**src/rtl/ahb_bus_arbiter_pkg.sv**
```systemverilog
// ahb_bus_arbiter_pkg
//   Shared types for the AHB-Lite bus arbiter: default master count,
//   AHB transfer/burst encodings, arbiter FSM states and the helper that
//   maps a burst encoding to its fixed beat count.
package ahb_bus_arbiter_pkg;

  localparam int unsigned master_number = 4;

  typedef enum logic [1:0] {
    TRANS_IDLE   = 2'd0,
    TRANS_BUSY   = 2'd1,
    TRANS_NONSEQ = 2'd2,
    TRANS_SEQ    = 2'd3
  } htrans_e;

  typedef enum logic [2:0] {
    BURST_SINGLE = 3'd0,
    BURST_INCR   = 3'd1,
    BURST_WRAP4  = 3'd2,
    BURST_INCR4  = 3'd3,
    BURST_WRAP8  = 3'd4,
    BURST_INCR8  = 3'd5,
    BURST_WRAP16 = 3'd6,
    BURST_INCR16 = 3'd7
  } hburst_e;

  typedef enum logic [1:0] {
    ARB    = 2'd0,
    BURST  = 2'd1,
    LOCKED = 2'd2
  } arb_state_e;

  // Beats of a fixed-length burst; 0 for SINGLE and undefined-length INCR.
  function automatic logic [4:0] burst_beats(input hburst_e burst);
    case (burst)
      BURST_WRAP4,  BURST_INCR4:  return 5'd4;
      BURST_WRAP8,  BURST_INCR8:  return 5'd8;
      BURST_WRAP16, BURST_INCR16: return 5'd16;
      default:                    return 5'd0;
    endcase
  endfunction

endpackage

```
**src/rtl/ahb_bus_arbiter_if.sv**
```systemverilog
// ahb_bus_arbiter_if
//   Request/grant bundle between the master agents and the arbiter.
//   hbusreq/hlock  : per-master request and locked-transfer request
//   hready         : shared transfer-done
//   htrans/hburst  : transfer type and burst type of the current bus owner
//   hgrant         : one-hot grant
//   hmaster        : index of the address-phase owner (bus mux select)
//   hmastlock      : owner's transfer is locked
//   modport master : request side (drives requests, sees grants)
//   modport slave  : arbiter side (sees requests, drives grants)
interface ahb_bus_arbiter_if
  import ahb_bus_arbiter_pkg::*;
#(
  parameter int unsigned NUM_MASTERS = master_number
) ();

  logic [NUM_MASTERS-1:0] hbusreq;
  logic [NUM_MASTERS-1:0] hlock;
  logic                   hready;
  htrans_e                htrans;
  hburst_e                hburst;
  logic [NUM_MASTERS-1:0] hgrant;
  logic [3:0]             hmaster;
  logic                   hmastlock;

  modport master (
    output hbusreq, hlock, hready, htrans, hburst,
    input  hgrant, hmaster, hmastlock
  );

  modport slave (
    input  hbusreq, hlock, hready, htrans, hburst,
    output hgrant, hmaster, hmastlock
  );

endinterface

```
**src/rtl/ahb_bus_arbiter_prio_encoder.sv**
```systemverilog
// ahb_bus_arbiter_prio_encoder
//   Combinational fixed-priority encoder, index 0 highest.
//   req           : request vector, one bit per master
//   winner_onehot : one-hot winning master (DEF_MASTER when req is zero)
//   winner_idx    : index of the winning master
module ahb_bus_arbiter_prio_encoder #(
  parameter int unsigned NUM_MASTERS = 4,
  parameter int unsigned DEF_MASTER  = NUM_MASTERS - 1
) (
  input  logic [NUM_MASTERS-1:0] req,
  output logic [NUM_MASTERS-1:0] winner_onehot,
  output logic [3:0]             winner_idx
);

  always_comb begin
    winner_idx = 4'(DEF_MASTER);
    // Scan from the top so the lowest set index is the last write.
    for (int i = int'(NUM_MASTERS) - 1; i >= 0; i--) begin
      if (req[i]) winner_idx = 4'(i);
    end
  end

  always_comb begin
    winner_onehot = '0;
    for (int i = 0; i < int'(NUM_MASTERS); i++) begin
      winner_onehot[i] = (winner_idx == 4'(i));
    end
  end

endmodule

```
**src/rtl/ahb_bus_arbiter.sv**
```systemverilog
// ahb_bus_arbiter
//   AHB-Lite multi-master arbiter with fixed priority (index 0 highest).
//   Fixed-length bursts and locked sequences freeze the grant on the
//   current owner; otherwise the grant is re-evaluated on every hready cycle.
//   hclk   : bus clock, all state on posedge
//   hreset : asynchronous active-low reset
//   bus    : request/grant bundle (slave modport)
module ahb_bus_arbiter
  import ahb_bus_arbiter_pkg::*;
#(
  parameter int unsigned NUM_MASTERS = master_number,
  parameter int unsigned DEF_MASTER  = NUM_MASTERS - 1
) (
  input  logic              hclk,
  input  logic              hreset,
  ahb_bus_arbiter_if.slave  bus
);

  localparam logic [NUM_MASTERS-1:0] DEF_GRANT =
    {{(NUM_MASTERS-1){1'b0}}, 1'b1} << DEF_MASTER;
  localparam logic [3:0] DEF_IDX = 4'(DEF_MASTER);

  arb_state_e             state, state_nxt;
  logic [3:0]             beat_cnt, beat_cnt_nxt;
  logic [NUM_MASTERS-1:0] hgrant_q, hgrant_nxt;
  logic [3:0]             grant_idx_q, grant_idx_nxt;
  logic [3:0]             hmaster_q;
  logic                   hmastlock_q;

  logic [NUM_MASTERS-1:0] win_onehot;
  logic [3:0]             win_idx;
  logic [NUM_MASTERS-1:0] owner_onehot;
  logic                   owner_lock;
  logic                   owner_req;
  logic                   start_lock;
  logic                   start_burst;
  logic [4:0]             beats;
  logic                   grant_lock;
  logic                   arbitrate;
  logic                   to_owner;

  ahb_bus_arbiter_prio_encoder #(
    .NUM_MASTERS (NUM_MASTERS),
    .DEF_MASTER  (DEF_MASTER)
  ) u_prio (
    .req           (bus.hbusreq),
    .winner_onehot (win_onehot),
    .winner_idx    (win_idx)
  );

  // The owner is the master in the address phase; htrans/hburst belong to it.
  always_comb begin
    owner_onehot = '0;
    for (int i = 0; i < int'(NUM_MASTERS); i++) begin
      owner_onehot[i] = (hmaster_q == 4'(i));
    end
  end

  assign owner_lock  = |(bus.hlock & owner_onehot);
  assign owner_req   = |(bus.hbusreq & owner_onehot);
  assign start_lock  = owner_lock & owner_req;
  assign beats       = burst_beats(bus.hburst);
  assign start_burst = (bus.htrans == TRANS_NONSEQ) && (beats != 5'd0);
  assign grant_lock  = |(bus.hlock & hgrant_q);

  always_comb begin
    state_nxt    = state;
    beat_cnt_nxt = beat_cnt;
    arbitrate    = 1'b0;
    to_owner     = 1'b0;
    if (bus.hready) begin
      case (state)
        ARB: begin
          // Lock wins over burst; both pin the grant to the owner.
          if (start_lock) begin
            state_nxt    = LOCKED;
            beat_cnt_nxt = 4'd0;
            to_owner     = 1'b1;
          end else if (start_burst) begin
            state_nxt    = BURST;
            beat_cnt_nxt = 4'(beats - 5'd1);
            to_owner     = 1'b1;
          end else begin
            arbitrate = 1'b1;
          end
        end
        BURST: begin
          if (start_lock) begin
            state_nxt    = LOCKED;
            beat_cnt_nxt = 4'd0;
            to_owner     = 1'b1;
          end else begin
            case (bus.htrans)
              TRANS_SEQ: begin
                // Last beat's address phase: hand over while its data completes.
                if (beat_cnt <= 4'd1) begin
                  state_nxt    = ARB;
                  beat_cnt_nxt = 4'd0;
                  arbitrate    = 1'b1;
                end else begin
                  beat_cnt_nxt = beat_cnt - 4'd1;
                end
              end
              TRANS_BUSY: beat_cnt_nxt = beat_cnt;
              TRANS_NONSEQ: begin
                // Owner aborted and started a new transfer; a new fixed
                // burst keeps the bus, anything else releases it.
                if (beats != 5'd0) begin
                  beat_cnt_nxt = 4'(beats - 5'd1);
                end else begin
                  state_nxt    = ARB;
                  beat_cnt_nxt = 4'd0;
                  arbitrate    = 1'b1;
                end
              end
              default: begin
                state_nxt    = ARB;
                beat_cnt_nxt = 4'd0;
                arbitrate    = 1'b1;
              end
            endcase
          end
        end
        LOCKED: begin
          if (!owner_lock) begin
            state_nxt    = ARB;
            beat_cnt_nxt = 4'd0;
            arbitrate    = 1'b1;
          end
        end
        default: begin
          state_nxt    = ARB;
          beat_cnt_nxt = 4'd0;
          arbitrate    = 1'b1;
        end
      endcase
    end
  end

  always_comb begin
    hgrant_nxt    = hgrant_q;
    grant_idx_nxt = grant_idx_q;
    if (arbitrate) begin
      hgrant_nxt    = win_onehot;
      grant_idx_nxt = win_idx;
    end else if (to_owner) begin
      hgrant_nxt    = owner_onehot;
      grant_idx_nxt = hmaster_q;
    end
  end

  // Grant stage -> address-phase ownership stage (hmaster lags hgrant by one hready cycle)
  always_ff @(posedge hclk or negedge hreset) begin
    if (!hreset) begin
      state       <= ARB;
      beat_cnt    <= 4'd0;
      hgrant_q    <= DEF_GRANT;
      grant_idx_q <= DEF_IDX;
      hmaster_q   <= DEF_IDX;
      hmastlock_q <= 1'b0;
    end else if (bus.hready) begin
      state       <= state_nxt;
      beat_cnt    <= beat_cnt_nxt;
      hgrant_q    <= hgrant_nxt;
      grant_idx_q <= grant_idx_nxt;
      hmaster_q   <= grant_idx_q;
      hmastlock_q <= grant_lock;
    end
  end

  assign bus.hgrant    = hgrant_q;
  assign bus.hmaster   = hmaster_q;
  assign bus.hmastlock = hmastlock_q;

  onehot_grant: assert property (@(posedge hclk) disable iff (!hreset)
    $onehot(hgrant_q));

  hmastlock_same_as_hlock: assert property (@(posedge hclk) disable iff (!hreset)
    bus.hready |=> (hmastlock_q == $past(grant_lock)));

  for (genvar gi = 0; gi < int'(NUM_MASTERS); gi++) begin : g_next_master
    next_bus_master: assert property (@(posedge hclk) disable iff (!hreset)
      (bus.hready && $rose(hgrant_q[gi])) |=> (hmaster_q == 4'(gi)));
  end

endmodule

```
**src/flat_wrapper.sv**
```systemverilog
// flat-port wrapper written by rule: the top's interface ports become plain ports
module ahb_bus_arbiter_flat import ahb_bus_arbiter_pkg::*;
#(
  parameter int unsigned NUM_MASTERS = master_number,
  parameter int unsigned DEF_MASTER  = NUM_MASTERS - 1
)
  (hclk, hreset, bus_hbusreq, bus_hlock, bus_hready, bus_htrans, bus_hburst, bus_hgrant, bus_hmaster, bus_hmastlock);
  ahb_bus_arbiter_if #(.NUM_MASTERS(NUM_MASTERS)) bus_i ();
  input  logic hclk;
  input  logic hreset;
  input wire logic [$bits(bus_i.hbusreq)-1:0] bus_hbusreq;
  input wire logic [$bits(bus_i.hlock)-1:0] bus_hlock;
  input wire logic [$bits(bus_i.hready)-1:0] bus_hready;
  input wire logic [$bits(bus_i.htrans)-1:0] bus_htrans;
  input wire logic [$bits(bus_i.hburst)-1:0] bus_hburst;
  output wire logic [$bits(bus_i.hgrant)-1:0] bus_hgrant;
  output wire logic [$bits(bus_i.hmaster)-1:0] bus_hmaster;
  output wire logic [$bits(bus_i.hmastlock)-1:0] bus_hmastlock;
  assign bus_i.hbusreq = bus_hbusreq;
  assign bus_i.hlock = bus_hlock;
  assign bus_i.hready = bus_hready;
  assign bus_i.htrans = bus_htrans;
  assign bus_i.hburst = bus_hburst;
  assign bus_hgrant = bus_i.hgrant;
  assign bus_hmaster = bus_i.hmaster;
  assign bus_hmastlock = bus_i.hmastlock;
  ahb_bus_arbiter #(.NUM_MASTERS(NUM_MASTERS), .DEF_MASTER(DEF_MASTER)) u_core (.hclk(hclk), .hreset(hreset), .bus(bus_i));
endmodule
```
**config.mk**
```make
export PLATFORM = sky130hd
export DESIGN_NAME = ahb_bus_arbiter_flat
export DESIGN_NICKNAME = d
export VERILOG_FILES = /design/src/rtl/ahb_bus_arbiter_pkg.sv /design/src/rtl/ahb_bus_arbiter_if.sv /design/src/rtl/ahb_bus_arbiter_prio_encoder.sv /design/src/rtl/ahb_bus_arbiter.sv /design/src/flat_wrapper.sv
export SDC_FILE = /design/constraint.sdc
export NUM_CORES = 1
export LEC_CHECK = 0
export ABC_AREA = 1
export CAP_MARGIN = 20
export CORE_MARGIN = 5
export CORE_UTILIZATION = 30
export DETAILED_ROUTE_END_ITERATION = 7
export GPL_TIMING_DRIVEN = 0
export SYNTH_ARGS = -nofsm -noshare
export SYNTH_HDL_FRONTEND = slang
export SYNTH_HIERARCHICAL = 1
export SYNTH_SLANG_ARGS = --single-unit
export TNS_END_PERCENT = 100
```
**constraint.sdc**
```tcl
create_clock -name hclk -period 2 [get_ports hclk]
set_clock_uncertainty 0.2 [all_clocks]
set_input_delay 0.2 -clock hclk [delete_from_list [all_inputs] [get_ports hclk]]
set_output_delay 0.2 -clock hclk [all_outputs]
set_load 0.02 [all_outputs]
```
---- Word level (Yosys, flattened, before mapping) ----
Index checks and enable logic that the tools add are counted.
storage, ports and cells
  word-level logic and storage cells ...... 88
  output and inout port bits .............. 9
  input bits .............................. 16
  bits in registers ....................... 19
cells by class
  bitwise logic cells ..................... 4
  mux-type cells .......................... 38
  reduce and logical (&&, ||, !) cells .... 15
  add/sub/neg operators ................... 2
  equality and inequality tests ........... 22
  $lt $le $gt $ge ......................... 1
operator list
  kind                                                            number
  2-to-1 mux 4 bit                                                12
  case mux 4 bit (3 select lines)                                 2
  == test 4 x 2 -> 1 bit, second input constant                   4
  case mux 5 bit (3 select lines)                                 1
  bitwise AND 4 bit                                               3
  == test 3 bit, second input constant                            4
  2-to-1 mux 1 bit                                                12
  2-to-1 mux 2 bit                                                6
  case mux 2 bit (3 select lines)                                 2
  OR reduction 4 bit                                              3
  == test 4 x 1 -> 1 bit, second input constant                   2
  zero test 4 bit                                                 2
  subtractor 4 x 1 -> 4 bit, second input constant                2
  == test 2 bit, second input constant                            3
  == test 3 x 2 -> 1 bit, second input constant                   2
  case mux 1 bit (3 select lines)                                 2
  AND reduction 6 bit                                             1
  OR reduction 2 bit                                              3
  nonzero test 5 bit                                              1
  == test 2 x 1 -> 1 bit, second input constant                   2
  less-or-equal comparator 4 x 1 -> 1 bit, second input constant  1
  != test 4 x 2 -> 1 bit, second input constant                   1
  != test 4 x 3 -> 1 bit, second input constant                   1
  AND reduction 4 bit                                             1
  9 further kinds                                                 9

---- Logic depth before layout (Yosys ltp) ----
  depth in word-level cells ............... 11
  depth in mapped cells ................... 14
  depth with buffers taken out ............ 13

---- Modules after synthesis ----
Netlist, hierarchy kept.
by module, submodules not included
  module                        area an instance (um2)  instances  cells an instance
  ahb_bus_arbiter               1477.7                  1          206
  ahb_bus_arbiter_prio_encoder  63.8                    1          15

---- Least setup slack after synthesis ----
OpenSTA, ideal clock, no wires.
  path kind ............................... reg-to-reg
  start point ............................. register u_core.hmaster_q[1], in the netlist u_core/bus.hmaster[1]
  end point ............................... register u_core.hgrant_q[2], in the netlist u_core/bus.hgrant[2]
  clock period less this slack ............ 1.990 ns
  arrival ................................. 1.674 ns
  path slack .............................. 0.010 ns
  setup time .............................. 0.117 ns
  buffers on the path ..................... 1
  stages on the path, launching flop included .. 15
  cells stage by stage .................... dfstp_2 > nand2_1 > inv_1 > nand3_1 > nand2_1 > inv_2 > nand2_4 > nand2_8 > nand3_4 > nand3_4 > nand2_4 > buf_12 > nand2_2 > nand2_1 > nand2_1
between the ends
  word-level cells in the longest chain between the ends .. 9
  elaborated cells between the ends (all ways) .. 22
  classes of those cells .................. eq/ne (3); mux (11); bitwise (3); reduce/logical (5)
ends and longest elaborated chain
  item                                                                                line                                          RTL
  from (decl)                                                                         ahb_bus_arbiter.sv:27                         logic [3:0] hmaster_q;
  from (signal assigned)                                                              ahb_bus_arbiter.sv:166                        hmaster_q <= grant_idx_q;
  == test 4 x 1 -> 1 bit, or another cell as far along                                ahb_bus_arbiter.sv:55                         owner_onehot[i] = (hmaster_q == 4'(i));
  bitwise AND 4 bit (on tied branches)                                                ahb_bus_arbiter.sv:59, ahb_bus_arbiter.sv:60
  OR reduction 4 bit (on tied branches)                                               ahb_bus_arbiter.sv:59, ahb_bus_arbiter.sv:60
  bitwise AND 1 bit                                                                   ahb_bus_arbiter.sv:61                         assign start_lock = owner_lock & owner_req;
  2-to-1 mux 1 bit (on tied branches)                                                 ahb_bus_arbiter.sv:88, ahb_bus_arbiter.sv:75
  case mux 1 bit (3 select lines) or case mux 1 bit (2 select lines) (tied branches)  ahb_bus_arbiter.sv:72                         case (state)
  2-to-1 mux 1 bit                                                                    ahb_bus_arbiter.sv:71                         if (bus.hready) begin
  nonzero test 2 bit (no source line)                                                 -
  AND reduction 2 bit (no source line)                                                -
  to (signal assigned)                                                                ahb_bus_arbiter.sv:164                        hgrant_q <= hgrant_nxt;
  to (decl)                                                                           ahb_bus_arbiter.sv:25                         logic [NUM_MASTERS-1:0] hgrant_q, hgrant_nxt;
Parallel ways exist; a longest one is shown, timed or not. The select of a mux whose other input is x is not followed.
A chain may end at the register's enable or synchronous reset.

---- Final worst setup path ----
  start point ............................. register u_core.hmaster_q[0], in the netlist u_core/bus.hmaster[0]
  end point ............................... register u_core.hgrant_q[1], in the netlist u_core/bus.hgrant[1]
Same word-level chain as after synthesis.

==> flow_summary.ini <==
[global_route]
grt.total_usage_pct = 13.30
grt_pass1_wl_um = 6831
busiest_layer = met2
grt_pass1_vias = 1546
gr-total-overflow = 0
met3_usage_pct = 2.522
met1_usage_pct = 15.63
grt_util_met2_pct = 24.35
antenna_found_initial = 0
grt_max_degree = 20

[routing]
antenna_left = 0
first_pass_iters = 4
num_vias = 1620
first_iter_violations = 56
vias_per_cell = 4.723
detail_route.wl_per_cell_um = 12.71
drc = 0
drt-total-wl_um = 4361

[sta]
fmax_mhz = 486.4
setup_violations = 8
hold_ws_ns = 0.06796
period_share_pct = 102.8
hold_viol = 0
rsz0062_at_grt = true
fin_crit_ns = 2.056
setup_ws_ns = -0.05582
drv_slew = 0
slew_headroom_pct = 36.82
max_slew.worst_pin.slew_ns = 0.9447

[synthesis]
syn_avg_cell_area_um2 = 6.975
synthCells = 221
yosys_register_bits = 19
synth.distinct_cells = 34
netlist_area_um2 = 1541
synth_async_sr_flop_share_pct = 100.0
ys_warn_count = 6
yosysSeqAreaShare_pct = 31.25
synth_edf_count = 0
synth_ff_type = dfrtp_1

[cells_and_area]
mostFrequentLayoutCell = nand2_1
area_growth_pct = 44.07
antennaDiodeCount = 0
stdcell_area_um2 = 2221
ff_latch_area_um2 = 481.7
fillCellCount = 545
final_cell_mix = nand2_1, nand3_1, buf_4
nets = 293
drive_above_1_share_pct = 32.97
multiInputGateArea_um2 = 989.7

[pwr]
power_density_nw_per_um2 = 1314
ir_drop_mv = 0.6776
power.leakage_nw = 1.076

[cts]
cts_buffers = 3
root_buffer = clkbuf_8
clkSinkCount = 19
cts_tree = done
clockBufferDepth = 2
clk_pin_slew_ns = 0.08
cts_htree_levels = 1
hold_buffers = 0
clock_latency_ns = 0.26

[placement]
gp_congestion = 0.8147
numPortBuffers = 22
dp_hpwl_um = 2847
placed_cell_area_um2 = 1853

[outcome]
status = finished, violations left
violations = negative setup slack

[setup_path]
crit_end = u_core/bus.hgrant[1]$_DFFE_PN0P_
critical_path_arrival_ns = 2.06
timing.critical_path.from = u_core/bus.hmaster[0]$_DFFE_PN1P_
r2r_setup_slack_ns = -0.06
r2r_cells = 11
cp-start-kind = register
path_max_fanout = 6
r2r-end = u_core/bus.hgrant[1]$_DFFE_PN0P_
cp_data_required_time_ns = 2.01
end_kind = register
worstReg2RegStart = u_core/bus.hmaster[0]$_DFFE_PN1P_
worstSetupPathType = register to register

[floorplan]
fp.dieArea_um2 = 6672
die_y_um = 81.68
rows = 26
coreArea_um2 = 5042
pin_count = 25
start_util_pct = 30.57
fp.dieW_um = 81.68

[job]
max-cap-violations = 0

[min_path]
hp-start = bus_hready
hold_class = input port to register
==> report_power, final <==
part | total (mW) | internal, mW | switching, mW
Sequential | 0.796 | 0.602 | 0.194
Clock | 0.284 | 0.139 | 0.145
Combinational | 1.84 | 0.838 | 0.999
Total | 2.92 | 1.58 | 1.34
==> synth_stat cells, types with 4 or more instances <==
cell     number  area share, %
nand2_1      63             15
nand3_1      33             11
inv_1        26            6.3
nor2_1       17            4.1
dfrtp_1      14             23
o21ai_0       9            2.9
inv_2         6            1.5
a21oi_1       5            1.6
dfstp_2       5            8.5
nand2_2       4            1.6
nor3_1        4            1.3
==> state kept, by name, indices dropped and copies added, names as in the netlist <==
signal,cells
u_core/beat_cnt,4
u_core/bus.hgrant,4
u_core/bus.hmaster,4
u_core/bus.hmastlock,1
u_core/grant_idx_q,4
u_core/state,2
==> worst min path at each step <==
stage                                   endpoint  depth (start not counted)  slack [ns]
2_1_floorplan     u_core/beat_cnt[0]$_DFFE_PN0P_                          0       -0.30
3_3_place_gp   u_core/bus.hmaster[1]$_DFFE_PN1P_                          2        0.27
3_5_place_dp   u_core/grant_idx_q[0]$_DFFE_PN1P_                          2        0.28
4_1_cts         u_core/bus.hgrant[3]$_DFFE_PN1P_                          4        0.06
5_1_grt        u_core/grant_idx_q[1]$_DFFE_PN1P_                          5        0.09
6_report       u_core/grant_idx_q[1]$_DFFE_PN1P_                          5        0.07
==> per-layer routing <==
layer  routed length, um  vias to the layer above  share of wire (%)
li1                    -                      802                  -
met1                1783                      776                 41
met2                2298                       34                 53
met3                 204                        8                4.7
met4                  75                        0                1.7
met5                   0                        -                  0
==> cells by family (layout without fill, tap and decap cells) <==
family | count (synthesis) | in the layout | share of synthesized area, %
XOR/XNOR | 1 | 1 | 0.5683
AO/OA/AOI/OAI | 19 | 20 | 7.468
adder cells (fa/ha/maj) | 3 | 3 | 2.435
AND/OR/NAND/NOR | 138 | 139 | 44.56
flip-flops | 19 | 19 | 31.25
other | 1 | 2 | 0.2433
buffers and inverters | 40 | 89 | 13.47
==> metrics by stage <==
stage               power, mW  TNS [ns]  setup slack [ns]  std cells  util (%)
global placement        2.196    -6.818           -0.5782        314     36.75
CTS                     2.817   -0.3744          -0.06893        337     42.11
floorplan               1.780         0          0.009555        222         -
global route            3.167    -1.718           -0.1765        343     44.04
finish                  2.918   -0.2368          -0.05582        343     44.04
detailed placement      2.214    -7.211           -0.6231        314     36.75
==> area by class of cell <==
type                            count  area share [%]
Tap cell                           70           3.944
Buffer                              8           3.944
Sequential cell                    19           21.69
Clock inverter                      1          0.2254
Inverter                           32           5.408
Multi-Input combinational cell    165           44.56
Clock buffer                        3           1.859
Timing Repair Buffer               45           18.37
==> worst max-delay path: stages, from the launching register on <==
cell     delay, ns
dfstp_2       0.62
inv_2         0.06
buf_4         0.13
buf_4         0.12
buf_4         0.12
buf_4         0.12
buf_4         0.13
nor3_1        0.20
nand3_1       0.12
nand2_2       0.10
nand2_2       0.05
nand2_1       0.05
==> what timing repair did <==
action | in CTS | in global routing
cloned | 1 | 2
gates resized for setup | 23 | 19
pin swaps | 12 | 18
buffers inserted | 18 | 5
setup endpoints to repair | 14 | 14
No activity file was read; power rests on OpenSTA's default activity.
